$ cat src/rtl/if_stage_pkg.sv
// Shared constants and types for the if_stage fetch front end.
// Build option DELAY_SLOT_EN selects MIPS delay-slot behaviour in the IF/ID register.
package if_stage_pkg;

    localparam int          INST_W        = 32;
    localparam int          INST_ADDR_W   = 32;
    localparam logic [31:0] ZERO_WORD     = 32'h0000_0000;
    localparam logic [31:0] NOP_INST_WORD = 32'h0000_0000;
    localparam logic [31:0] RESET_PC_WORD = 32'h0000_0000;
    localparam logic        RST_ENABLE    = 1'b1;
    localparam logic        CHIP_ENABLE   = 1'b1;
    localparam logic        CHIP_DISABLE  = 1'b0;

    // What the IF/ID register does on the next rising edge.
    typedef enum logic [1:0] {
        IFID_LOAD   = 2'd0,
        IFID_BUBBLE = 2'd1,
        IFID_HOLD   = 2'd2,
        IFID_EXC    = 2'd3
    } ifid_op_e;

    function automatic logic word_misaligned(input logic [1:0] addr_lsb);
        return addr_lsb != 2'b00;
    endfunction

endpackage

$ cat src/rtl/if_stage_if.sv
// Signal bundle between the fetch stage and its environment (controller, ID, ROM).
// master = the fetch stage itself; slave = everything around it.
interface if_stage_if #(
    parameter int ADDR_W = 32
);
    import if_stage_pkg::*;

    // Control from the pipeline controller and ID
    logic              stall_if;
    logic              stall_id;
    logic              branch_flag;
    logic [ADDR_W-1:0] branch_target;
    logic              flush;
    logic [ADDR_W-1:0] new_pc;

    // Instruction ROM, combinational read
    logic [INST_W-1:0] rom_data;
    logic              rom_ce;
    logic [ADDR_W-1:0] rom_addr;

    // IF/ID register towards decode
    logic [ADDR_W-1:0] id_pc;
    logic [INST_W-1:0] id_inst;
    logic              id_valid;
    logic              id_exc_adel;

    modport master (
        input  stall_if, stall_id, branch_flag, branch_target, flush, new_pc, rom_data,
        output rom_ce, rom_addr, id_pc, id_inst, id_valid, id_exc_adel
    );

    modport slave (
        output stall_if, stall_id, branch_flag, branch_target, flush, new_pc, rom_data,
        input  rom_ce, rom_addr, id_pc, id_inst, id_valid, id_exc_adel
    );

endinterface

$ cat src/rtl/if_stage_if_id_reg.sv
// IF/ID pipeline register: bubble / hold / load selection plus misaligned-fetch marking.
// Without DELAY_SLOT_EN a taken branch squashes the sequential fetch into a bubble.
module if_stage_if_id_reg
    import if_stage_pkg::*;
#(
    parameter int                ADDR_W   = 32,
    parameter logic [INST_W-1:0] NOP_INST = NOP_INST_WORD
) (
    input  logic              clk,
    input  logic              rst,
    input  logic              ce_i,
    input  logic [ADDR_W-1:0] pc_i,
    input  logic [INST_W-1:0] inst_i,
    input  logic              misaligned_i,
    input  logic              flush_i,
    input  logic              stall_if_i,
    input  logic              stall_id_i,
    input  logic              branch_flag_i,
    output logic [ADDR_W-1:0] id_pc_o,
    output logic [INST_W-1:0] id_inst_o,
    output logic              id_valid_o,
    output logic              id_exc_adel_o
);

    ifid_op_e          op;
    logic              squash;
    logic [ADDR_W-1:0] pc_q, pc_d;
    logic [INST_W-1:0] inst_q, inst_d;
    logic              valid_q, valid_d;
    logic              adel_q, adel_d;

`ifdef DELAY_SLOT_EN
    assign squash = 1'b0;
`else
    assign squash = branch_flag_i;
`endif

    // Flush outranks every stall; a stalled IF with a free ID leaves a hole in ID.
    always_comb begin
        op = IFID_LOAD;
        if (!ce_i || flush_i) begin
            op = IFID_BUBBLE;
        end else if (stall_if_i) begin
            op = stall_id_i ? IFID_HOLD : IFID_BUBBLE;
        end else if (squash) begin
            op = IFID_BUBBLE;
        end else if (misaligned_i) begin
            op = IFID_EXC;
        end
    end

    always_comb begin
        pc_d    = pc_q;
        inst_d  = inst_q;
        valid_d = valid_q;
        adel_d  = adel_q;
        case (op)
            IFID_LOAD: begin
                pc_d    = pc_i;
                inst_d  = inst_i;
                valid_d = ce_i;
                adel_d  = 1'b0;
            end
            IFID_EXC: begin
                pc_d    = pc_i;
                inst_d  = NOP_INST;
                valid_d = 1'b1;
                adel_d  = 1'b1;
            end
            IFID_BUBBLE: begin
                pc_d    = '0;
                inst_d  = NOP_INST;
                valid_d = 1'b0;
                adel_d  = 1'b0;
            end
            default: ;
        endcase
    end

    always_ff @(posedge clk or posedge rst) begin
        if (rst) begin
            pc_q    <= '0;
            inst_q  <= NOP_INST;
            valid_q <= 1'b0;
            adel_q  <= 1'b0;
        end else begin
            pc_q    <= pc_d;
            inst_q  <= inst_d;
            valid_q <= valid_d;
            adel_q  <= adel_d;
        end
    end

    assign id_pc_o       = pc_q;
    assign id_inst_o     = inst_q;
    assign id_valid_o    = valid_q;
    assign id_exc_adel_o = adel_q;

endmodule

$ cat src/rtl/if_stage.sv
// Instruction-fetch front end: PC register, ROM addressing, misalignment detect, IF/ID register.
// DELAY_SLOT_EN (passed through to the IF/ID register) keeps the fetch after a taken branch.
module if_stage
    import if_stage_pkg::*;
#(
    parameter int                ADDR_W   = 32,
    parameter logic [ADDR_W-1:0] RESET_PC = RESET_PC_WORD[ADDR_W-1:0],
    parameter logic [INST_W-1:0] NOP_INST = NOP_INST_WORD
) (
    input  logic  clk,
    input  logic  rst,
    if_stage_if.master bus
);

    logic              ce_q;
    logic [ADDR_W-1:0] pc_q, pc_d;
    logic              misaligned;

    // Fetch is enabled one edge after reset release; the PC is held until then.
    always_comb begin
        pc_d = pc_q;
        if (ce_q == CHIP_ENABLE) begin
            if (bus.flush) begin
                pc_d = bus.new_pc;
            end else if (bus.stall_if) begin
                pc_d = pc_q;
            end else if (bus.branch_flag) begin
                pc_d = bus.branch_target;
            end else begin
                pc_d = pc_q + ADDR_W'(4);
            end
        end
    end

    always_ff @(posedge clk or posedge rst) begin
        if (rst) begin
            ce_q <= CHIP_DISABLE;
            pc_q <= RESET_PC;
        end else begin
            ce_q <= CHIP_ENABLE;
            pc_q <= pc_d;
        end
    end

    assign misaligned   = ce_q && word_misaligned(pc_q[1:0]);
    assign bus.rom_ce   = ce_q;
    assign bus.rom_addr = pc_q;

    if_stage_if_id_reg #(
        .ADDR_W   (ADDR_W),
        .NOP_INST (NOP_INST)
    ) u_if_id_reg (
        .clk           (clk),
        .rst           (rst),
        .ce_i          (ce_q),
        .pc_i          (pc_q),
        .inst_i        (bus.rom_data),
        .misaligned_i  (misaligned),
        .flush_i       (bus.flush),
        .stall_if_i    (bus.stall_if),
        .stall_id_i    (bus.stall_id),
        .branch_flag_i (bus.branch_flag),
        .id_pc_o       (bus.id_pc),
        .id_inst_o     (bus.id_inst),
        .id_valid_o    (bus.id_valid),
        .id_exc_adel_o (bus.id_exc_adel)
    );

endmodule

$ cat src/flat_wrapper.sv
// flat-port wrapper written by rule: the top's interface ports become plain ports
module if_stage_flat import if_stage_pkg::*;
#(
    parameter int                ADDR_W   = 32,
    parameter logic [ADDR_W-1:0] RESET_PC = RESET_PC_WORD[ADDR_W-1:0],
    parameter logic [INST_W-1:0] NOP_INST = NOP_INST_WORD
)
  (clk, rst, bus_stall_if, bus_stall_id, bus_branch_flag, bus_branch_target, bus_flush, bus_new_pc, bus_rom_data, bus_rom_ce, bus_rom_addr, bus_id_pc, bus_id_inst, bus_id_valid, bus_id_exc_adel);
  if_stage_if #(.ADDR_W(ADDR_W)) bus_i ();
  input  logic clk;
  input  logic rst;
  input wire logic [$bits(bus_i.stall_if)-1:0] bus_stall_if;
  input wire logic [$bits(bus_i.stall_id)-1:0] bus_stall_id;
  input wire logic [$bits(bus_i.branch_flag)-1:0] bus_branch_flag;
  input wire logic [$bits(bus_i.branch_target)-1:0] bus_branch_target;
  input wire logic [$bits(bus_i.flush)-1:0] bus_flush;
  input wire logic [$bits(bus_i.new_pc)-1:0] bus_new_pc;
  input wire logic [$bits(bus_i.rom_data)-1:0] bus_rom_data;
  output wire logic [$bits(bus_i.rom_ce)-1:0] bus_rom_ce;
  output wire logic [$bits(bus_i.rom_addr)-1:0] bus_rom_addr;
  output wire logic [$bits(bus_i.id_pc)-1:0] bus_id_pc;
  output wire logic [$bits(bus_i.id_inst)-1:0] bus_id_inst;
  output wire logic [$bits(bus_i.id_valid)-1:0] bus_id_valid;
  output wire logic [$bits(bus_i.id_exc_adel)-1:0] bus_id_exc_adel;
  assign bus_i.stall_if = bus_stall_if;
  assign bus_i.stall_id = bus_stall_id;
  assign bus_i.branch_flag = bus_branch_flag;
  assign bus_i.branch_target = bus_branch_target;
  assign bus_i.flush = bus_flush;
  assign bus_i.new_pc = bus_new_pc;
  assign bus_i.rom_data = bus_rom_data;
  assign bus_rom_ce = bus_i.rom_ce;
  assign bus_rom_addr = bus_i.rom_addr;
  assign bus_id_pc = bus_i.id_pc;
  assign bus_id_inst = bus_i.id_inst;
  assign bus_id_valid = bus_i.id_valid;
  assign bus_id_exc_adel = bus_i.id_exc_adel;
  if_stage #(.ADDR_W(ADDR_W), .RESET_PC(RESET_PC), .NOP_INST(NOP_INST)) u_core (.clk(clk), .rst(rst), .bus(bus_i));
endmodule
$ cat config.mk
export PLATFORM = sky130hd
export DESIGN_NAME = if_stage_flat
export DESIGN_NICKNAME = d
export VERILOG_FILES = /design/src/rtl/if_stage_pkg.sv /design/src/rtl/if_stage_if.sv /design/src/rtl/if_stage_if_id_reg.sv /design/src/rtl/if_stage.sv /design/src/flat_wrapper.sv
export SDC_FILE = /design/constraint.sdc
export NUM_CORES = 1
export LEC_CHECK = 0
export ABC_AREA = 0
export CORE_MARGIN = 1.5
export CORE_UTILIZATION = 43
export CTS_CLUSTER_SIZE = 24
export DETAILED_ROUTE_END_ITERATION = 8
export HOLD_SLACK_MARGIN = 0.02
export PLACE_DENSITY = 0.89
export SYNTH_ARGS = -nofsm -noshare
export SYNTH_HDL_FRONTEND = slang
export SYNTH_SLANG_ARGS = --single-unit
export TNS_END_PERCENT = 1
$ cat constraint.sdc
create_clock -name clk -period 4.35 [get_ports clk]
set_clock_uncertainty 0.2 [all_clocks]
set_input_delay 1.0875 -clock clk [delete_from_list [all_inputs] [get_ports clk]]
set_output_delay 1.0875 -clock clk [all_outputs]
set_load 0.02 [all_outputs]
* Word level (Yosys, flattened, before mapping)
Cells that the tools add are included.
** Operators by class
- Reductions and logical operators :: 13
- Mux-type cells :: 12
- Add/sub/neg operators :: 1
- Equal/unequal tests :: 3
** Operator list (number)
- $pmux W32 S2 :: 2
- $mux W32 :: 3
- $add A32 B3 Y32 const B :: 1
- $mux W2 :: 5
- $reduce_bool A2 Y1 :: 4
- $reduce_or A2 Y1 :: 3
- $pmux W1 S3 :: 1
- $reduce_bool A3 Y1 :: 1
- $eq A2 B1 Y1 const B :: 1
- $eq A2 B2 Y1 const B :: 1
- $logic_not A2 Y1 :: 1
- $ne A2 B1 Y1 const B :: 1
- $pmux W1 S2 :: 1
- $reduce_and A2 Y1 :: 1
- $logic_and A1 B1 Y1 :: 1
- $logic_not A1 Y1 :: 1
- $logic_or A1 B1 Y1 :: 1
** Storage, ports and cells
- Word-level logic and storage cells :: 35
- Output and inout bits :: 99
- Bits in registers :: 99
- Input port bits :: 102

* Logic depth before layout (Yosys ltp)
Gate-level depths: netlist of the first run.
- Word-level depth :: 9
- Mapped depth :: 8
- Depth with buffers taken out :: 6

* Modules after synthesis
From an unflattened synthesis of the first run, not the netlist that was laid out.
** Unflattened totals
- Cell total of the unflattened synthesis :: 455
- Area total of the unflattened synthesis :: 4952.2 µm²
** By module, submodules not included
- if_stage :: area an instance 2527.4 µm², times used 1, sequential area each 825.8 µm², cells an instance 299
- if_stage_if_id_reg :: area an instance 2424.8 µm², times used 1, sequential area each 1651.6 µm², cells an instance 156

* Worst setup path after synthesis of the first run
OpenSTA, ideal clock, no wires.
- Path type :: input -> register
- Start :: in bus_flush
- End :: reg u_core.u_if_id_reg.inst_q[0], in the netlist u_core.u_if_id_reg.id_inst_o[0]
- Library setup time :: 66 ps
- Path buffers :: 4
- Stages on the path :: 8
- Path slack :: 1725 ps
- Arrival :: 2359 ps
- Data required time :: 4084 ps
- Path through :: buf_2 -> or2_1 -> buf_2 -> nor3b_4 -> and2_1 -> buf_4 -> buf_6 -> a22o_1
** On the way
- Longest elaborated chain between the ends :: 5
- Elaborated cells on any way between the ends :: 8
- Classes of those cells :: eq/ne: 2; mux: 2; reduce/logical: 4
** RTL lines
- start, declared :: RTL line flat_wrapper.sv:16 : input wire logic [$bits(bus_i.flush)-1:0] bus_flush;
- $logic_or A1 B1 Y1 (*) :: RTL line if_stage_if_id_reg.sv:41 : if (!ce_i || flush_i) begin
- $mux W2 (*) :: RTL line if_stage_if_id_reg.sv:41
- $eq A2 B1 Y1 or $eq A2 B2 Y1 (tied branches) :: RTL line if_stage_if_id_reg.sv:57 : case (op)
- $reduce_or A2 Y1 (no line)
- $pmux W32 S2 or $reduce_bool A2 Y1 (tied branches)
- end signal, assigned :: RTL line if_stage_if_id_reg.sv:88 : inst_q <= inst_d;
- end, declared :: RTL line if_stage_if_id_reg.sv:28 : logic [INST_W-1:0] inst_q, inst_d;
Every way passes the cells marked *; elsewhere a longest branch is shown, timed or not.
A chain may end at the register's enable or synchronous reset.

* Worst setup path after layout of the first run
- Start :: in bus_branch_flag
- End :: reg u_core.pc_q[21], in the netlist u_core.bus.rom_addr[21]
** On the way
- Longest elaborated chain between the ends :: 3
** RTL lines
- start, declared :: RTL line flat_wrapper.sv:14 : input wire logic [$bits(bus_i.branch_flag)-1:0] bus_branch_flag;
- $mux W32 :: RTL line if_stage.sv:27 : end else if (bus.branch_flag) begin
- $mux W32 :: RTL line if_stage.sv:25 : end else if (bus.stall_if) begin
- $mux W32 :: RTL line if_stage.sv:23 : if (bus.flush) begin
- end signal, assigned :: RTL line if_stage.sv:41 : pc_q <= pc_d;
- end, declared :: RTL line if_stage.sv:16 : logic [ADDR_W-1:0] pc_q, pc_d;
Every way passes these cells. The select of a mux whose other input is x is not followed.

==> results of run 1 <==
[stage by stage]
stage / hold slack, ps / instances
finish: 300.8 / 764
global placement: 264.4 / 749
floorplan: 390.1 / 440
CTS: 300.2 / 764
detailed placement: 278.6 / 749
global route: 328.9 / 764
[flip-flops by register name, indices dropped and copies added (netlist names)]
register                          count
u_core.u_if_id_reg.id_inst_o         32
u_core.bus.rom_addr                  32
u_core.u_if_id_reg.id_valid_o         1
u_core.u_if_id_reg.id_exc_adel_o      1
u_core.u_if_id_reg.id_pc_o           32
u_core.bus.rom_ce                     1
[power by group through the flow]
stage	sequential, mW	combinational [mW]	clock, mW
2_1_floorplan	1.12	0.171	0
3_5_place_dp	1.10	0.476	0
4_1_cts	1.08	0.479	0.713
6_report	1.08	0.476	0.701
5_1_grt	1.09	0.512	0.754
3_3_place_gp	1.10	0.466	0
[critical path, stage by stage]
cell             delay, ps
clkdlybuf4s50_1        610
buf_4                  270
or2_1                  190
buf_4                  340
nand2_1                220
o311ai_1               170
o211ai_1               130
[final cells by class]
class | instances | area, sq um
Fill cell | 778 | 3433
Sequential cell | 99 | 2477
Timing Repair Buffer | 213 | 2100
Multi-Input combinational cell | 292 | 1963
Tap cell | 136 | 170.2
Clock buffer | 9 | 123.9
Clock inverter | 6 | 112.6
Inverter | 9 | 36.28
[Yosys cell counts, drive strengths merged]
cell type,instances,share of area
nor3,3,0.0043
or2,2,0.0027
a41oi,3,0.0056
a21o,1,0.0016
o211ai,4,0.0064
and3,7,0.0094
a21oi,12,0.013
o311ai,5,0.0094
mux2i,1,0.0021
a221o,1,0.0021
o2bb2ai,2,0.0038
buf,18,0.023
a311oi,1,0.0019
a222oi,4,0.0086
nand2b,3,0.0040
inv,9,0.0073
o31a,5,0.0094
nor4b,1,0.0019
o41ai,1,0.0019
and2,2,0.0027
o22ai,4,0.0054
clkbuf,22,0.018
a21bo,1,0.0021
o21ai,50,0.054
conb,1,0.00081
a22o,66,0.12
nor4,7,0.015
nand4,11,0.015
a31oi,5,0.0067
o32a,2,0.0043
o41a,1,0.0024
a221oi,7,0.013
nor3b,4,0.0089
ha,1,0.0027
dfrtp,99,0.53
nand2,34,0.027
nand3,8,0.0097
and4,1,0.0019
a22oi,12,0.019
nor2,17,0.014
nor2b,2,0.0027
[routing by layer]
metal	global-route usage	share of wire	vias to the layer above
met5	0	0	-
met4	0.06476	0.012	0
met3	0.06626	0.091	20
met2	0.4454	0.49	250
met1	0.3591	0.41	2249
li1	-	-	2059
[logic make-up after synthesis]
logic type | Yosys count | share of synthesized area
simple gates | 102 | 0.1193
buf+inv | 49 | 0.04835
other cells | 1 | 0.0008050
fa+ha+maj | 1 | 0.002686
mux | 1 | 0.002149
flops | 99 | 0.5318
compound gates | 187 | 0.2949
[path summary, 6_finish.rpt]
kind | startpoint | to | cells after the start
setup / recovery | bus_branch_flag | u_core.bus.rom_addr[21] | 7
hold / removal | u_core.u_if_id_reg.id_valid_o | u_core.u_if_id_reg.id_valid_o | 1
setup reg to reg | u_core.bus.rom_addr[2] | u_core.bus.rom_addr[24] | 6
hold reg to reg | u_core.u_if_id_reg.id_valid_o | u_core.u_if_id_reg.id_valid_o | 1
max in group asynchronous | rst | u_core.u_if_id_reg.id_inst_o[30] | 3
min in group asynchronous | rst | u_core.u_if_id_reg.id_inst_o[22] | 2
==> results.md, run 1 <==
* Kind of critical path: in -> reg
* Die area at 11470 sq um
* Fin. Hold Viols at 0
* Vias in the first global route at 4485
* Internal power at 1.600 mW
* Global-route wire length before repair at ~24000 um
* Sequential share of power at 0.479
* DP Worst Slack at 974.5 ps
* Die W at 107.1 um
* Synthesized instance count at 440
* Sw Share at 0.2924
* Drt total wl at about 15000 um
* Initial antenna violation count at 0
* Nature of the critical path startpoint: primary input
* Placed Area at 6746 sq um
* Clk_lat worst skew at between 300 and 400 ps
* Max VDD drop at roughly 190 uV
* Syn Std Cell Area at 4658 sq um
* Slew @ Worst Pin at slightly below 800 ps
* First-pass DRT Iterations at 6
* Starting Density at 0.4472
* Initial DRC Count at 369
* Clock root cell: clkbuf_8
* Power per Cell Area at 323.7 nW/um^2
* Clock tree buffer depth at 2
* Hold_buf cts at 0
* Tightest Hold Check Type: reg -> reg
* Synth unique cells at between 50 and 60
* # clock sinks at 99
* CP endpoint kind: register
* Max Slew Vio Count at 0
* Setup violators final at 0
* Vias post-DR at 4578
* Max FO, Critical Path at 33
* # port buffers at 200
* Final #Nets at 727
* Flops & latches, synth at slightly below 100
* Sum Neg Setup Slack at 0 ps
* Ports at 201
* Mean Syn Cell Area at 10.59 sq um
* Worst-path clk slew at approximately 90 ps
* Mapped Nets at 543
* Final worst slack at 1318 ps
* Sequential share of the synthesized area at 0.5318
* Vias per std cell at 5.992
* DRC at 0
* H-tree levels at 3
* Routed WL per cell at 20.26 um
* Req. time, crit path at between 4000 and 5000 ps
* Max Cap Viol at 0
* Core ar. at 10420 sq um
* Dpl hpwl at 11210 um
* CTS resizes at 0
* Logic pwr share at 0.211
* Worst EP arrival at about 3100 ps
* CTS tree: done
* Chip height at 107.1 um
* Final Power at 2.261 mW
* Clock share of power at 0.310
* Aggregate global routing overflow at 0
* Switching pwr at around 0.66 mW
* Setup Buffers After CTS at 0
* Most frequent cells in the layout: 200 x clkdlybuf4s50_1, 99 x dfrtp_1, 66 x a22o_1, 49 x o21ai_0, 34 x nand2_1
* Synth warn at 0
* Flop2flop setup slack at 1860 ps
* Leakage power at 2.912 nW
* Most common cell after layout, fill and taps aside: clkdlybuf4s50_1
* Fmax at ~0.33 GHz
* Routability Congestion at 0.9158
* Outcome: finished clean
* Final instance area at about 7000 sq um
* DRT antenna net count at 0
* Slew headroom at 0.4743
* Layout cell share with drive strength beyond 1 at 0.06051
* RSZ-0062 raised after global routing: false
* Tcrit/Tclk final at 0.6971
* Final Critical Period at about 3000 ps
* Area Overhead vs Synth at 49.91%
* Final core utilization at 0.6704
* Largest net degree at the start of global routing at 64
* CTS Buf Count at 9
* Total track usage at 0.2705
* Rows at 37
* Ant diodes at 0
Power figures use the tool's default switching activity.
==> run 2, diff against run 1 <==
clock period = 2.99 ns   (was 4.35 ns; I/O delays follow)
==> run 2 against run 1 <==
Net effect:
- cell area increased by 0.43%
- clock power grew 28%
- non-clock buffer count up 2
==> results.md, run 2 (synthesis results as in run 1) <==
* Outcome: finished clean (unchanged)
* # clock sinks at 99 (unchanged)
* # port buffers at 200 (unchanged)
* Vias in the first global route at 4495 (was 4485)
* Placed cells at 751 (was 749)
* Area Overhead vs Synth at 50.55% (was 49.91%)
* Drt total wl at 15340 um (was 15480 um)
* Total track usage at 0.2666 (was 0.2705)
* Chip height at 107.1 um (unchanged)
* Starting Density at 0.4472 (unchanged)
* Req. time, crit path at 3080 ps (was 4370 ps)
* Rows at 37 (unchanged)
* DRT antenna net count at 0 (unchanged)
* Power per Cell Area at 452.4 nW/um^2 (was 323.7 nW/um^2)
* Biggest cell delay along the critical path at 830 ps (was 610 ps)
* DRC at 0 (unchanged)
* Max VDD drop at 258.4 uV (was 188.0 uV)
* Hold_buf cts at 0 (unchanged)
* Hold slack at 290.8 ps (was 300.8 ps)
* CP max-delay cell: nor2b_2 (was clkdlybuf4s50_1)
* Routability Congestion at 0.8814 (was 0.9158)
* Die area at 11470 sq um (unchanged)
* Die W at 107.1 um (unchanged)
* Dpl hpwl at 11030 um (was 11210 um)
* Final instance area at 7013 sq um (was 6983 sq um)
* DP Worst Slack at -40.51 ps (was 974.5 ps)
* First-pass DRT Iterations at 5 (was 6)
* Most frequent cells in the layout: 200 x clkdlybuf4s50_1, 99 x dfrtp_1, 66 x a22o_1, 49 x o21ai_0, 34 x nand2_1 (unchanged)
* Core ar. at 10420 sq um (unchanged)
* Leakage power at 2.914 nW (was 2.912 nW)
* Max Slew Vio Count at 0 (unchanged)
* Clock root cell: clkbuf_8 (unchanged)
* Worst-path clk slew at 100 ps (was 90 ps)
* CP endpoint kind: register (unchanged)
* Vias per std cell at 5.992 (about the same)
* Routed WL per cell at 19.99 um (was 20.26 um)
* Final #Nets at 729 (was 727)
* Final worst slack at 354.2 ps (was 1318 ps)
* Tightest Hold Check Type: reg -> reg (unchanged)
* Sum Neg Setup Slack at 0 ps (unchanged)
* RSZ-0062 raised after global routing: false (unchanged)
* Worst EP arrival at 2720 ps (was 3050 ps)
* Final Critical Period at 2636 ps
* CTS tree: done (unchanged)
* CTS Buf Count at 9 (unchanged)
* Nature of the critical path startpoint: primary input (unchanged)
* Kind of critical path: in -> reg (unchanged)
* Slew @ Worst Pin at 974.6 ps (was 788.5 ps)
* Vias post-DR at 4596 (was 4578)
* Placed Area at 6815 sq um (was 6746 sq um)
* Setup violators final at 0 (unchanged)
* Initial DRC Count at 362 (was 369)
* Max Cap Viol at 0 (unchanged)
* Clk_lat worst skew at 370 ps (was 360 ps)
* Setup Buffers After CTS at 0 (unchanged)
* Largest net degree at the start of global routing at 100 (was 64)
* Ports at 201 (unchanged)
* Non-filler cells in the finished layout at 767 (was 764)
* Clock tree buffer depth at 2 (unchanged)
* CP top delay family: simple AND/OR/NAND/NOR gates (was buffers and inverters)
* Aggregate global routing overflow at 0 (unchanged)
* Ant diodes at 0 (unchanged)
* Fmax at 0.3794 GHz
* Max FO, Critical Path at 23 (was 33)
* H-tree levels at 3 (unchanged)
* Crit path buffers/inverters at 1 (was 3)
* Slew headroom at 0.3473 (was 0.4743)
* CTS resizes at 0 (unchanged)
* Layout cell share with drive strength beyond 1 at 0.06656 (was 0.06051)
* Initial antenna violation count at 0 (unchanged)
* Tcrit/Tclk final at 0.8815
* Final core utilization at 0.6733 (was 0.6704)
* Fin. Hold Viols at 0 (unchanged)
* Most common cell after layout, fill and taps aside: clkdlybuf4s50_1 (unchanged)
* Crit-path cells: clkdlybuf4s50_1 > nor2b_2 > a22oi_1 > nand2b_1 > a21oi_1 > a311oi_1 (was clkdlybuf4s50_1 > buf_4 > or2_1 > buf_4 > nand2_1 > o311ai_1 > o211ai_1)
* Final Power at 3.173 mW (was 2.261 mW)
* Global-route wire length before repair at 23840 um (was 24230 um)
[run 2: per-layer routing]
metal,GRT usage,vias to the layer above,routed length [um]
li1,-,2071,-
met1,0.3577,2270,6506
met2,0.4277,230,7266
met3,0.05167,25,1258
met4,0.1000,0,302
met5,0,-,0
[run 2: where the power goes]
group	internal, mW	total (mW)	switching, mW
registers	1.42	1.57	0.150
clock network	0.394	0.897	0.504
logic	0.362	0.706	0.344
[run 2: cell type report]
cell class                      instances  area, sq um
Tap cell                              136        170.2
Clock inverter                          7        73.82
Sequential cell                        99         2477
Clock buffer                            9        123.9
Fill cell                             778         3403
Multi-Input combinational cell        292         1966
Timing Repair Buffer                  215         2165
Inverter                                9        37.54
[run 2: worst register-to-register path, delay by kind of cell (launching register included)]
family	cells	cell delay, ps
and+or+nand+nor	3	1040
DFF	1	470
adders and majority gates	1	260
AOI/OAI and AO/OA	2	410
[run 2: worst paths after layout]
path                                                    end  slack [ps]                          start  depth (start not counted)
max reg2reg                         u_core.bus.rom_addr[24]         560         u_core.bus.rom_addr[2]                          6
min reg2reg                   u_core.u_if_id_reg.id_valid_o         290  u_core.u_if_id_reg.id_valid_o                          1
min in group asynchronous  u_core.u_if_id_reg.id_inst_o[19]         650                            rst                          3
max                                 u_core.bus.rom_addr[26]         350                bus_branch_flag                          6
min                           u_core.u_if_id_reg.id_valid_o         290  u_core.u_if_id_reg.id_valid_o                          1
max in group asynchronous    u_core.u_if_id_reg.id_pc_o[29]        1500                            rst                          3
==> run 3, diff against run 2 <==
CORE_UTILIZATION = 45   (was 43)
DONT_BUFFER_PORTS = 1   (was not set)
PLACE_DENSITY = 0.68   (was 0.89)
==> run 3 against run 2 <==
Net effect:
- first-iteration DRC count grew 12%
- die area fell by 4.3%
- clock-buffer cell count is the same
- combinational power decreased by 61%
- sequential power up 7%
- sequential share of layout area up 15 points
- sequential cell count unchanged
- highest routed layer unchanged
==> results.md, run 3 (synthesis results as in run 1) <==
* Ant diodes at 0 (unchanged)
* CTS Buf Count at 9 (unchanged)
* Fin. Hold Viols at 0 (unchanged)
* Tcrit/Tclk final at 0.8496 (was 0.8815)
* Hold_buf cts at 0 (unchanged)
* Final instance area at 4961 sq um (was 7013 sq um)
* Power per Cell Area at 569.8 nW/um^2 (was 452.4 nW/um^2)
* Final worst slack at 449.8 ps (was 354.2 ps)
* Worst EP arrival at 2590 ps (was 2720 ps)
* # port buffers at 0 (was 200)
* Max Cap Viol at 0 (unchanged)
* Chip height at 104.7 um (was 107.1 um)
* Cell count along the critical path at 6 (unchanged)
* Area Overhead vs Synth at 6.500% (was 50.55%)
* Clk_lat worst skew at 360 ps (was 370 ps)
* Register-to-Register Path Depth at 6 (unchanged)
* Routability Congestion at 0.8409 (was 0.8814)
* Sum Neg Setup Slack at 0 ps (unchanged)
* RSZ-0062 raised after global routing: false (unchanged)
* Nature of the critical path startpoint: register (was primary input)
* Most frequent cells in the layout: 99 x dfrtp_1, 66 x a22o_1, 49 x o21ai_0, 34 x nand2_1, 16 x nor2_1 (was 200 x clkdlybuf4s50_1, 99 x dfrtp_1, 66 x a22o_1, 49 x o21ai_0, 34 x nand2_1)
* Fmax at 0.3937 GHz (was 0.3794 GHz)
* Global-route wire length before repair at 20070 um (was 23840 um)
* Biggest cell delay along the critical path at 570 ps (was 830 ps)
* CP max-delay cell: dfrtp_1 (was nor2b_2)
* Vias per std cell at 6.683 (was 5.992)
* Tightest Hold Check Type: in -> async (was reg -> reg)
* Initial antenna violation count at 0 (unchanged)
* Aggregate global routing overflow at 0 (unchanged)
* Kind of critical path: reg -> reg (was in -> reg)
* Clock root cell: clkbuf_8 (unchanged)
* First-pass DRT Iterations at 7 (was 5)
* Vias in the first global route at 3600 (was 4495)
* Largest net degree at the start of global routing at 52 (was 100)
* Max Slew Vio Count at 0 (unchanged)
* DRC at 0 (unchanged)
* Crit path buffers/inverters at 0 (was 1)
* Crit-path cells: ha_1 > nand3_1 > nor2_1 > and3_1 > a21oi_1 > a311oi_1 (was clkdlybuf4s50_1 > nor2b_2 > a22oi_1 > nand2b_1 > a21oi_1 > a311oi_1)
* # clock sinks at 99 (unchanged)
* Layout cell share with drive strength beyond 1 at 0.09745 (was 0.06656)
* Placed Area at 4760 sq um (was 6815 sq um)
* Worst-path clk slew at 100 ps (about the same)
* Most common cell after layout, fill and taps aside: dfrtp_1 (was clkdlybuf4s50_1)
* Rows at 36 (was 37)
* Total track usage at 0.2331 (was 0.2666)
* DP Worst Slack at 523.6 ps (was -40.51 ps)
* Core ar. at 9910 sq um (was 10420 sq um)
* Ports at 201 (unchanged)
* CTS tree: done (unchanged)
* Max FO, Critical Path at 7 (was 23)
* Dpl hpwl at 9159 um (was 11030 um)
* Leakage power at 2.142 nW (was 2.914 nW)
* Outcome: finished clean (unchanged)
* Drt total wl at 13100 um (was 15340 um)
* Setup Buffers After CTS at 0 (unchanged)
* Die W at 104.7 um (was 107.1 um)
* Routed WL per cell at 23.23 um (was 19.99 um)
* Starting Density at 0.4701 (was 0.4472)
* Die area at 10970 sq um (was 11470 sq um)
* DRT antenna net count at 0 (unchanged)
* Max VDD drop at 256.8 uV (was 258.4 uV)
* Slew headroom at 0.5105 (was 0.3473)
* CP top delay family: simple AND/OR/NAND/NOR gates (unchanged)
* Final Critical Period at 2540 ps (was 2636 ps)
* Clock tree buffer depth at 2 (unchanged)
* H-tree levels at 3 (unchanged)
* Slew @ Worst Pin at 731.0 ps (was 974.6 ps)
* CTS resizes at 0 (unchanged)
* CP endpoint kind: register (unchanged)
* Initial DRC Count at 405 (was 362)
* Req. time, crit path at 3040 ps (was 3080 ps)
* Setup violators final at 0 (unchanged)
* Vias post-DR at 3769 (was 4596)
* Final #Nets at 529 (was 729)
==> run 3: metal layers <==
metal  vias up  track usage  part of all wire  routed length (um)
met5         -            0                 0                   0
met3        21      0.05303             0.089                1169
li1       1667            -                 -                   -
met4         0      0.08121             0.020                 257
met1      1859       0.3095              0.43                5576
met2       222       0.3749              0.47                6097
==> run 3: path summary, 6_finish.rpt <==
kind / to / slack [ps] / startpoint
min in group clk: u_core.bus.rom_addr[1] / 300 / bus_flush
setup reg to reg: u_core.bus.rom_addr[26] / 450 / u_core.bus.rom_addr[2]
hold / removal: u_core.u_if_id_reg.id_inst_o[6] / 240 / rst
setup / recovery: u_core.bus.rom_addr[26] / 450 / u_core.bus.rom_addr[2]
hold reg to reg: u_core.u_if_id_reg.id_valid_o / 450 / u_core.u_if_id_reg.id_valid_o
max in group asynchronous: u_core.bus.rom_addr[11] / 1880 / rst
==> run 3: cell type report <==
type / instances / area (sq um)
sequential: 99 / 2477
timing repair buffer: 15 / 112.6
clock buffer: 9 / 123.9
inverter: 9 / 37.54
tap: 133 / 166.4
clock inverter: 7 / 77.57
fill: 928 / 4949
multi-input combinational: 292 / 1966
==> run 3: through the flow <==
step	hold slack [ps]	power, mW	utilization	cells
after floorplan	390.1	1.880	-	440
after global routing	272.6	2.969	0.5006	564
final	237.0	2.827	0.5006	564
after global placement	419.3	1.971	0.4803	548
after detailed placement	438.8	1.984	0.4803	548
after CTS	252.4	2.853	0.5006	564
==> run 3: power by group <==
group | switching [mW] | internal, mW | total, mW
Clock | 0.478 | 0.391 | 0.869
Combinational | 0.167 | 0.107 | 0.274
Sequential | 0.267 | 1.42 | 1.68
Total | 0.912 | 1.91 | 2.83
